**src/rtl/pld_shift_rx.sv**
```systemverilog
// Serial-in word receiver with start strobe, sen-qualified sampling and valid/ready output.
// Define PLD_SHIFT_RX_PARITY_EN to append one even-parity bit per word (PAR state, perr output).
module pld_shift_rx #(
    parameter int WIDTH     = 8,
    parameter bit MSB_FIRST = 1'b1
) (
    input  logic             clk,
    input  logic             rst,
    input  logic             start,
    input  logic             sen,
    input  logic             sin,
    input  logic             dready,
    output logic [WIDTH-1:0] dout,
    output logic             dvalid,
    output logic             busy,
    output logic             ovr,
    output logic             perr
);

    localparam int CW = $clog2(WIDTH) + 1;
    localparam logic [CW-1:0] LAST = CW'(WIDTH - 1);

    localparam logic [1:0] IDLE  = 2'd0;
    localparam logic [1:0] SHIFT = 2'd1;
`ifdef PLD_SHIFT_RX_PARITY_EN
    localparam logic [1:0] PAR   = 2'd2;
`endif

    logic [1:0]       state_q, state_d;
    logic [CW-1:0]    cnt_q, cnt_d;
    logic [WIDTH-1:0] sr_q, sr_d, sr_shift, word;
    logic [WIDTH-1:0] dout_q, dout_d;
    logic             dvalid_q, dvalid_d;
    logic             ovr_q, ovr_d;
    logic             done;
`ifdef PLD_SHIFT_RX_PARITY_EN
    logic             perr_q, perr_d, perr_new;
`endif

    assign sr_shift = MSB_FIRST ? {sr_q[WIDTH-2:0], sin} : {sin, sr_q[WIDTH-1:1]};

    always_comb begin
        state_d = state_q;
        cnt_d   = cnt_q;
        sr_d    = sr_q;
        word    = sr_shift;
        done    = 1'b0;
`ifdef PLD_SHIFT_RX_PARITY_EN
        perr_new = 1'b0;
`endif
        case (state_q)
            IDLE: begin
                if (start) begin
                    state_d = SHIFT;
                    cnt_d   = '0;
                end
            end
            SHIFT: begin
                if (sen) begin
                    sr_d  = sr_shift;
                    cnt_d = cnt_q + CW'(1);
                    if (cnt_q == LAST) begin
`ifdef PLD_SHIFT_RX_PARITY_EN
                        state_d = PAR;
`else
                        state_d = IDLE;
                        done    = 1'b1;
`endif
                    end
                end
            end
`ifdef PLD_SHIFT_RX_PARITY_EN
            PAR: begin
                // data word is already complete in sr_q; sin here is the parity bit
                if (sen) begin
                    state_d  = IDLE;
                    done     = 1'b1;
                    word     = sr_q;
                    perr_new = (^sr_q) ^ sin;
                end
            end
`endif
            default: state_d = IDLE;
        endcase
    end

    always_comb begin
        dout_d   = dout_q;
        dvalid_d = dvalid_q;
        ovr_d    = ovr_q;
`ifdef PLD_SHIFT_RX_PARITY_EN
        perr_d   = perr_q;
`endif
        if (done) begin
            if (!dvalid_q || dready) begin
                dout_d   = word;
                dvalid_d = 1'b1;
`ifdef PLD_SHIFT_RX_PARITY_EN
                perr_d   = perr_new;
`endif
            end else begin
                ovr_d = 1'b1;
            end
        end else if (dvalid_q && dready) begin
            dvalid_d = 1'b0;
        end
    end

    always_ff @(posedge clk) begin
        if (!rst) begin
            state_q  <= IDLE;
            cnt_q    <= '0;
            sr_q     <= '0;
            dout_q   <= '0;
            dvalid_q <= 1'b0;
            ovr_q    <= 1'b0;
`ifdef PLD_SHIFT_RX_PARITY_EN
            perr_q   <= 1'b0;
`endif
        end else begin
            state_q  <= state_d;
            cnt_q    <= cnt_d;
            sr_q     <= sr_d;
            dout_q   <= dout_d;
            dvalid_q <= dvalid_d;
            ovr_q    <= ovr_d;
`ifdef PLD_SHIFT_RX_PARITY_EN
            perr_q   <= perr_d;
`endif
        end
    end

    assign dout   = dout_q;
    assign dvalid = dvalid_q;
    assign busy   = (state_q != IDLE);
    assign ovr    = ovr_q;
`ifdef PLD_SHIFT_RX_PARITY_EN
    assign perr   = perr_q;
`else
    assign perr   = 1'b0;
`endif

endmodule

```
**config.mk**
```make
export PLATFORM = sky130hd
export DESIGN_NAME = pld_shift_rx
export DESIGN_NICKNAME = d
export VERILOG_FILES = /design/src/rtl/pld_shift_rx.sv
export SDC_FILE = /design/constraint.sdc
export NUM_CORES = 1
export LEC_CHECK = 0
export CAP_MARGIN = 20
export CORE_ASPECT_RATIO = 1.2
export CORE_MARGIN = 4
export CORE_UTILIZATION = 40
export DETAILED_ROUTE_END_ITERATION = 8
export GPL_ROUTABILITY_DRIVEN = 0
export GPL_TIMING_DRIVEN = 0
export PLACE_DENSITY = 0.74
export SYNTH_ARGS = -nofsm -noshare
export SYNTH_HDL_FRONTEND = slang
export SYNTH_SLANG_ARGS = --single-unit
```
**constraint.sdc**
```tcl
create_clock -name clk -period 1.55 [get_ports clk]
set_clock_uncertainty 0.2 [all_clocks]
set_input_delay 0.155 -clock clk [delete_from_list [all_inputs] [get_ports clk]]
set_output_delay 0.155 -clock clk [all_outputs]
set_load 0.05 [all_outputs]
```
==> results by group, run 1 <==
Worst setup path
  • Critical Path End Type: primary output
  • Crit-path cells: clkdlybuf4s15_1
  • Largest delay contributor family on the critical path: buffers and inverters
  • CP Max Fanout: 2
  • Startpoint Class: flip-flop
  • Critical Path AT: 1.16 ns
  • Critical path buffer and inverter count: 1
  • WS Path Type: reg2out
  • Max stage delay on crit path: 0.50 ns
  • CP Data Required Time: 1.19 ns
  • Critical-path top delay cell: clkdlybuf4s15_1

Clock network
  • Hold-fix buffers at CTS: 0
  • Worst skew pair latency: 0.31 ns
  • H-tree levels: 1
  • Root buffer cell: clkbuf_4
  • CTS tree: done
  • Worst-path clk slew: 0.11 ns
  • Clock buffer count from CTS: 3
  • CTS Sinks: 22
  • Clk buf depth: 2

Global routing
  • Initial antenna violation count: 0
  • First-pass GRT wire length: 3.33 mm
  • Vias in the first global route: 789
  • Largest net degree at the start of global routing: 13
  • Total GRT Usage: 0.139
  • Remaining Overflow, GRT: 0

Die
  • Die Ht: 61.4 um
  • Initial Utilization: 0.417
  • Rows: 19
  • Die area: 0.00323 mm^2
  • CORE AREA: 0.00228 mm^2
  • Total I/O pin count: 18
  • Die W: 52.5 um

Synth
  • Syn Nets: 112
  • Synth Register Bits: 22
  • Synth cell types: 29
  • Mapped Cells: 105
  • Mapped Avg Cell Area: 9.07 um^2
  • Register area share after synthesis: 0.463
  • Area of the mapped netlist: 952 um^2
  • Ys Warns: 0

Power
  • Psw: 223 uW
  • Sequential share of power: 0.594
  • Sum of internal, switching and leakage power: 967 uW
  • Clock power frac: 0.322
  • PwrDens: 797 mW/mm^2
  • Combinational power share: 0.085
  • Net Sw Frac: 0.231
  • VDD IR-drop max: 0.554 mV
  • Cell internal pwr: 744 uW
  • Static Leak: 0.000434 uW

Layout
  • Layout cell share with drive strength beyond 1: 0.213
  • Area growth syn-to-layout: 27.5%
  • NumNets Final: 135
  • ANT cells: 0

STA
  • Part of the cycle the worst path needs: 0.974
  • F_max: 662 MHz
  • Max Slew Vio Count: 0
  • Tmin final: 1.51 ns
  • Fin. Hold Viols: 0
  • RSZ-0062 raised after global routing: true
  • Setup TNS after final layout: 0 ns
  • Final setup viols: 0
  • Hold slack final: 0.0775 ns

Detailed routing
  • First-pass DRT Iterations: 4
  • DRC violations left: 0
  • 1st-iter DRT viols: 14
  • Final WL: 1.86 mm
  • Vias: 773
  • Via/cell ratio: 4.89
  • Antenna-violating nets left: 0
  • Wire per inst: 11.8 um

Run status
  • Status: completed

Placement
  • Port bufs: 15
  • DPL Wire Length: 1.37 mm

Run
  • Max-cap violation count: 0

Min path
  • Hold/Removal Path Class: in2reg
==> Yosys cell counts, drive strengths merged <==
cell / instances / area (um^2)
a21boi: 7 / 52.6
a21oi: 2 / 10.0
a31o: 1 / 8.76
and2: 2 / 12.5
and3: 1 / 7.51
buf: 2 / 12.5
clkbuf: 5 / 18.8
conb: 1 / 3.75
dfxtp: 22 / 440
ha: 1 / 12.5
mux2: 1 / 11.3
mux2i: 8 / 80.1
nand2: 33 / 134
nand3b: 1 / 7.51
nand4: 2 / 12.5
nand4bb: 1 / 11.3
nor2: 1 / 3.75
nor2b: 3 / 18.8
nor3: 1 / 5.00
nor3b: 4 / 30.0
nor4: 1 / 21.3
o211ai: 1 / 7.51
o21a: 1 / 7.51
o21ai: 1 / 5.00
o31a: 1 / 8.76
xor2: 1 / 8.76
==> cells by family (layout without fill, tap and decap cells) <==
group / count (synthesis) / after routing / synth area share
xor+xnor: 1 / 1 / 0.00920
fa+ha+maj: 1 / 1 / 0.0131
mux: 9 / 9 / 0.0959
buf+inv: 7 / 29 / 0.0329
compound gates: 14 / 14 / 0.105
other cells: 1 / 1 / 0.00394
flops: 22 / 22 / 0.463
simple gates: 50 / 50 / 0.277
==> flip-flops by register name (all words and copies together), names as in the netlist <==
signal and count:
dvalid 1, state_q 1, sr_q 7, dout 8, cnt_q 4, ovr 1
==> repair_timing <==
| item | CTS | global route |
|---|---|---|
| endpoints found under the setup margin | 19 | 18 |
| pin swaps | 1 | 0 |
| setup buffers | 1 | 2 |
| gates resized for setup | 19 | 12 |
==> worst paths after layout <==
| path | startpoint | end | slack, ns | cells past startpoint |
|---|---|---|---|---|
| max reg2reg | cnt_q[0] | dout[1] | 0.08 | 5 |
| min reg2reg | dout[7] | dout[7] | 0.27 | 2 |
| max | dout[4] | dout[4] | 0.04 | 1 |
| min | sen | cnt_q[3] | 0.08 | 3 |
==> final cells by class <==
class | instances | area, um^2
Buffer | 7 | 31.3
Clock buffer | 4 | 36.3
Fill cell | 226 | 1070
Multi-Input combinational cell | 76 | 498
Sequential cell | 22 | 453
Tap cell | 31 | 38.8
Timing Repair Buffer | 18 | 156
==> layer usage <==
layer | vias up | global-route usage | part of all wire
li1 | 399 | - | -
met1 | 360 | 0.166 | 0.44
met2 | 10 | 0.234 | 0.51
met3 | 4 | 0.0218 | 0.029
met4 | 0 | 0.0876 | 0.025
met5 | - | 0 | 0
==> tightest hold or removal path: stages <==
cell      delay [ns]
buf_2           0.15
nand4_1         0.13
o211ai_1        0.10
==> power groups by stage <==
stage / sequential [uW] / clock [uW] / combinational (uW)
4_1_cts: 577 / 326 / 79.3
3_5_place_dp: 590 / 0 / 79.8
5_1_grt: 576 / 339 / 90.4
6_report: 574 / 311 / 81.7
2_1_floorplan: 595 / 0 / 45.4
3_3_place_gp: 589 / 0 / 77.1
==> placed cells by master, fill, tap and decap left out, drive strengths merged, types with 2 or more instances in the layout <==
cell type,n
nor2b,3
mux2i,8
a21oi,2
and2,2
clkdlybuf4s15,5
nand2,33
nor3b,4
clkdlybuf4s50,4
buf,5
dfxtp,22
nand4,2
clkbuf,15
a21boi,7
==> per-stage QoR <==
step / cells / area, um^2 / setup WS (ns) / utilization
final: 158 / 1210 / 0.0397 / 0.532
after global routing: 158 / 1210 / -0.0118 / 0.532
after CTS: 156 / 1220 / 0.0000204 / 0.534
after detailed placement: 151 / 1170 / -0.270 / 0.511
after global placement: 151 / 1170 / -0.219 / 0.511
after floorplan: 105 / 977 / -0.0400 / -
No activity file was read; power rests on OpenSTA's default activity.
==> run 2, diff against run 1 <==
--- a/config.mk
+++ b/config.mk
@@ -11,7 +11,6 @@
 export CORE_UTILIZATION = 40
 export DETAILED_ROUTE_END_ITERATION = 8
 export GPL_ROUTABILITY_DRIVEN = 0
-export GPL_TIMING_DRIVEN = 0
 export PLACE_DENSITY = 0.74
 export SYNTH_ARGS = -nofsm -noshare
 export SYNTH_HDL_FRONTEND = slang
==> results by group, run 2 (same netlist as run 1, synthesis figures left out) <==
Power
  • PwrDens: 747 mW/mm^2 (-6.2%)
  • VDD IR-drop max: 0.561 mV (+1.2%)
  • Static Leak: 0.000491 uW (+13%)
  • Sum of internal, switching and leakage power: 1040 uW (+7.0%)

Global routing
  • Grt met3 use: 0.0218 (unchanged)
  • Largest net degree at the start of global routing: 33 (+20)
  • Initial antenna violation count: 0 (unchanged)
  • Remaining Overflow, GRT: 0 (unchanged)
  • First-pass GRT wire length: 2.82 mm (-16%)
  • Busiest layer in global routing: met2
  • Total GRT Usage: 0.116 (-0.0228)
  • Vias in the first global route: 711 (-9.9%)
  • Global routing met1 resource utilization: 0.126 (-0.0392)
  • Grt met2 use: 0.213 (-0.0213)

Layout
  • Final core occ: 0.607 (+0.0751)
  • ANT cells: 0 (unchanged)
  • NumNets Final: 133 (-1.5%)
  • Layout cell share with drive strength beyond 1: 0.264 (+0.0514)
  • Most frequent cells in the layout: nand2_1, dfxtp_1, buf_12, mux2i_1, a21boi_0
  • Fin area: 0.00139 mm^2 (+14%)
  • Non-filler instance count after layout: 156 (-1.3%)
  • Most common cell after layout, fill and taps aside: nand2_1
  • Max FFs per register: 8 (unchanged)
  • Area growth syn-to-layout: 45.5%

Worst setup path
  • Crit-path cells: ha_4 -> buf_4 -> nand2_1 -> and3_2 -> o31a_1
  • CP Data Required Time: 1.57 ns (+0.38 ns)
  • CP Max Fanout: 4 (+2)
  • Critical path buffer and inverter count: 1 (unchanged)
  • Startpoint Class: flip-flop
  • Critical-path top delay cell: dfxtp_4
  • Critical Path AT: 1.50 ns (+0.34 ns)
  • Critical Path End Type: flip-flop
  • Largest delay contributor family on the critical path: flip-flops
  • WS Path Type: reg2reg
  • Max stage delay on crit path: 0.39 ns (-0.11 ns)

Clock network
  • Worst-path clk slew: 0.13 ns (+0.02 ns)
  • CTS Sinks: 22 (unchanged)
  • Worst skew pair latency: 0.31 ns (about the same)
  • CTS tree: done
  • H-tree levels: 1 (unchanged)
  • Root buffer cell: clkbuf_4
  • Clock buffer count from CTS: 3 (unchanged)
  • Clk buf depth: 2 (unchanged)

STA
  • Tmin final: 1.49 ns (-0.0251 ns)
  • Setup TNS after final layout: 0 ns (unchanged)
  • F_max: 673 MHz (+1.7%)
  • Part of the cycle the worst path needs: 0.958 (-0.0162)
  • Fin. Hold Viols: 0 (unchanged)
  • Max Slew Vio Count: 0 (unchanged)
  • RSZ-0062 raised after global routing: true
  • Final setup viols: 0 (unchanged)

Detailed routing
  • Antenna-violating nets left: 0 (unchanged)
  • 1st-iter DRT viols: 12 (-2)
  • DRC violations left: 0 (unchanged)
  • Vias: 755 (-2.3%)
  • Final WL: 1.78 mm (-4.2%)
  • First-pass DRT Iterations: 4 (unchanged)
  • Via/cell ratio: 4.84 (-1.1%)
  • Wire per inst: 11.4 um (-3.0%)

Die
  • Total I/O pin count: 18 (unchanged)
  • Initial Utilization: 0.417 (unchanged)
  • Rows: 19 (unchanged)
  • Die area: 0.00323 mm^2 (unchanged)
  • CORE AREA: 0.00228 mm^2 (unchanged)
  • Die Ht: 61.4 um (unchanged)
  • Die W: 52.5 um (unchanged)

Run status
  • Status: completed

Placement
  • DPL Wire Length: 1.30 mm (-5.0%)
  • Placed Cells incl. Taps: 151 (unchanged)
  • Dpl cell area: 0.00133 mm^2 (+14%)
  • Port bufs: 16 (+1)

Min path
  • Hold/Removal Path Class: in2reg

Run
  • Max-cap violation count: 0 (unchanged)
[run 2: changes by cell type in the layout (fill, tap and decap cells not counted), moves of 2 or more]
cell,before,now
buf_12,1,13
clkdlybuf4s15_1,4,0
buf_4,3,5
clkbuf_1,5,0
clkbuf_2,6,0
[run 2: routing by layer]
layer,up-vias,routed length [um],share of wire
met5,-,0,0
met4,0,24,0.013
met3,4,50,0.028
met2,8,909,0.51
met1,354,794,0.45
li1,389,-,-
[run 2: through the flow]
stage	worst slack, ns	hold WS, ns
after floorplan	-0.0400	0.0972
after detailed placement	-0.199	0.268
after global placement	-0.134	0.253
after CTS	0.0116	0.223
after global routing	-0.0157	0.229
final	0.0648	0.230
[run 2: repair_timing]
action | in CTS | in global routing
hold buffers | 0 | 0
pin swaps | 0 | 2
setup buffers | 0 | 1
gates resized for setup | 1 | 1
setup endpoints to repair | 1 | 8
[run 2: worst min-delay path, cell delays in order]
cell             delay (ns)
clkdlybuf4s50_1        0.43
nand2_1                0.06
a21boi_0               0.06
[run 2: final timing paths]
check	endpoint	slack [ns]	start	cells past startpoint
worst max-delay path	cnt_q[2]	0.06	cnt_q[1]	5
worst min-delay path	sr_q[0]	0.23	sin	3
worst max register to register	cnt_q[2]	0.06	cnt_q[1]	5
worst min register to register	dout[7]	0.28	sr_q[6]	2
[run 2: layout make-up]
type	instances	area (um^2)
Clock buffer	4	47.5
Fill cell	211	897
Multi-Input combinational cell	76	498
Sequential cell	22	453
Tap cell	31	38.8
Timing Repair Buffer	23	348
[run 2: power by group]
group,internal (uW),switching (uW)
sequential,568,8.50
clock,197,173
combinational,42.1,47.0
total,807,228
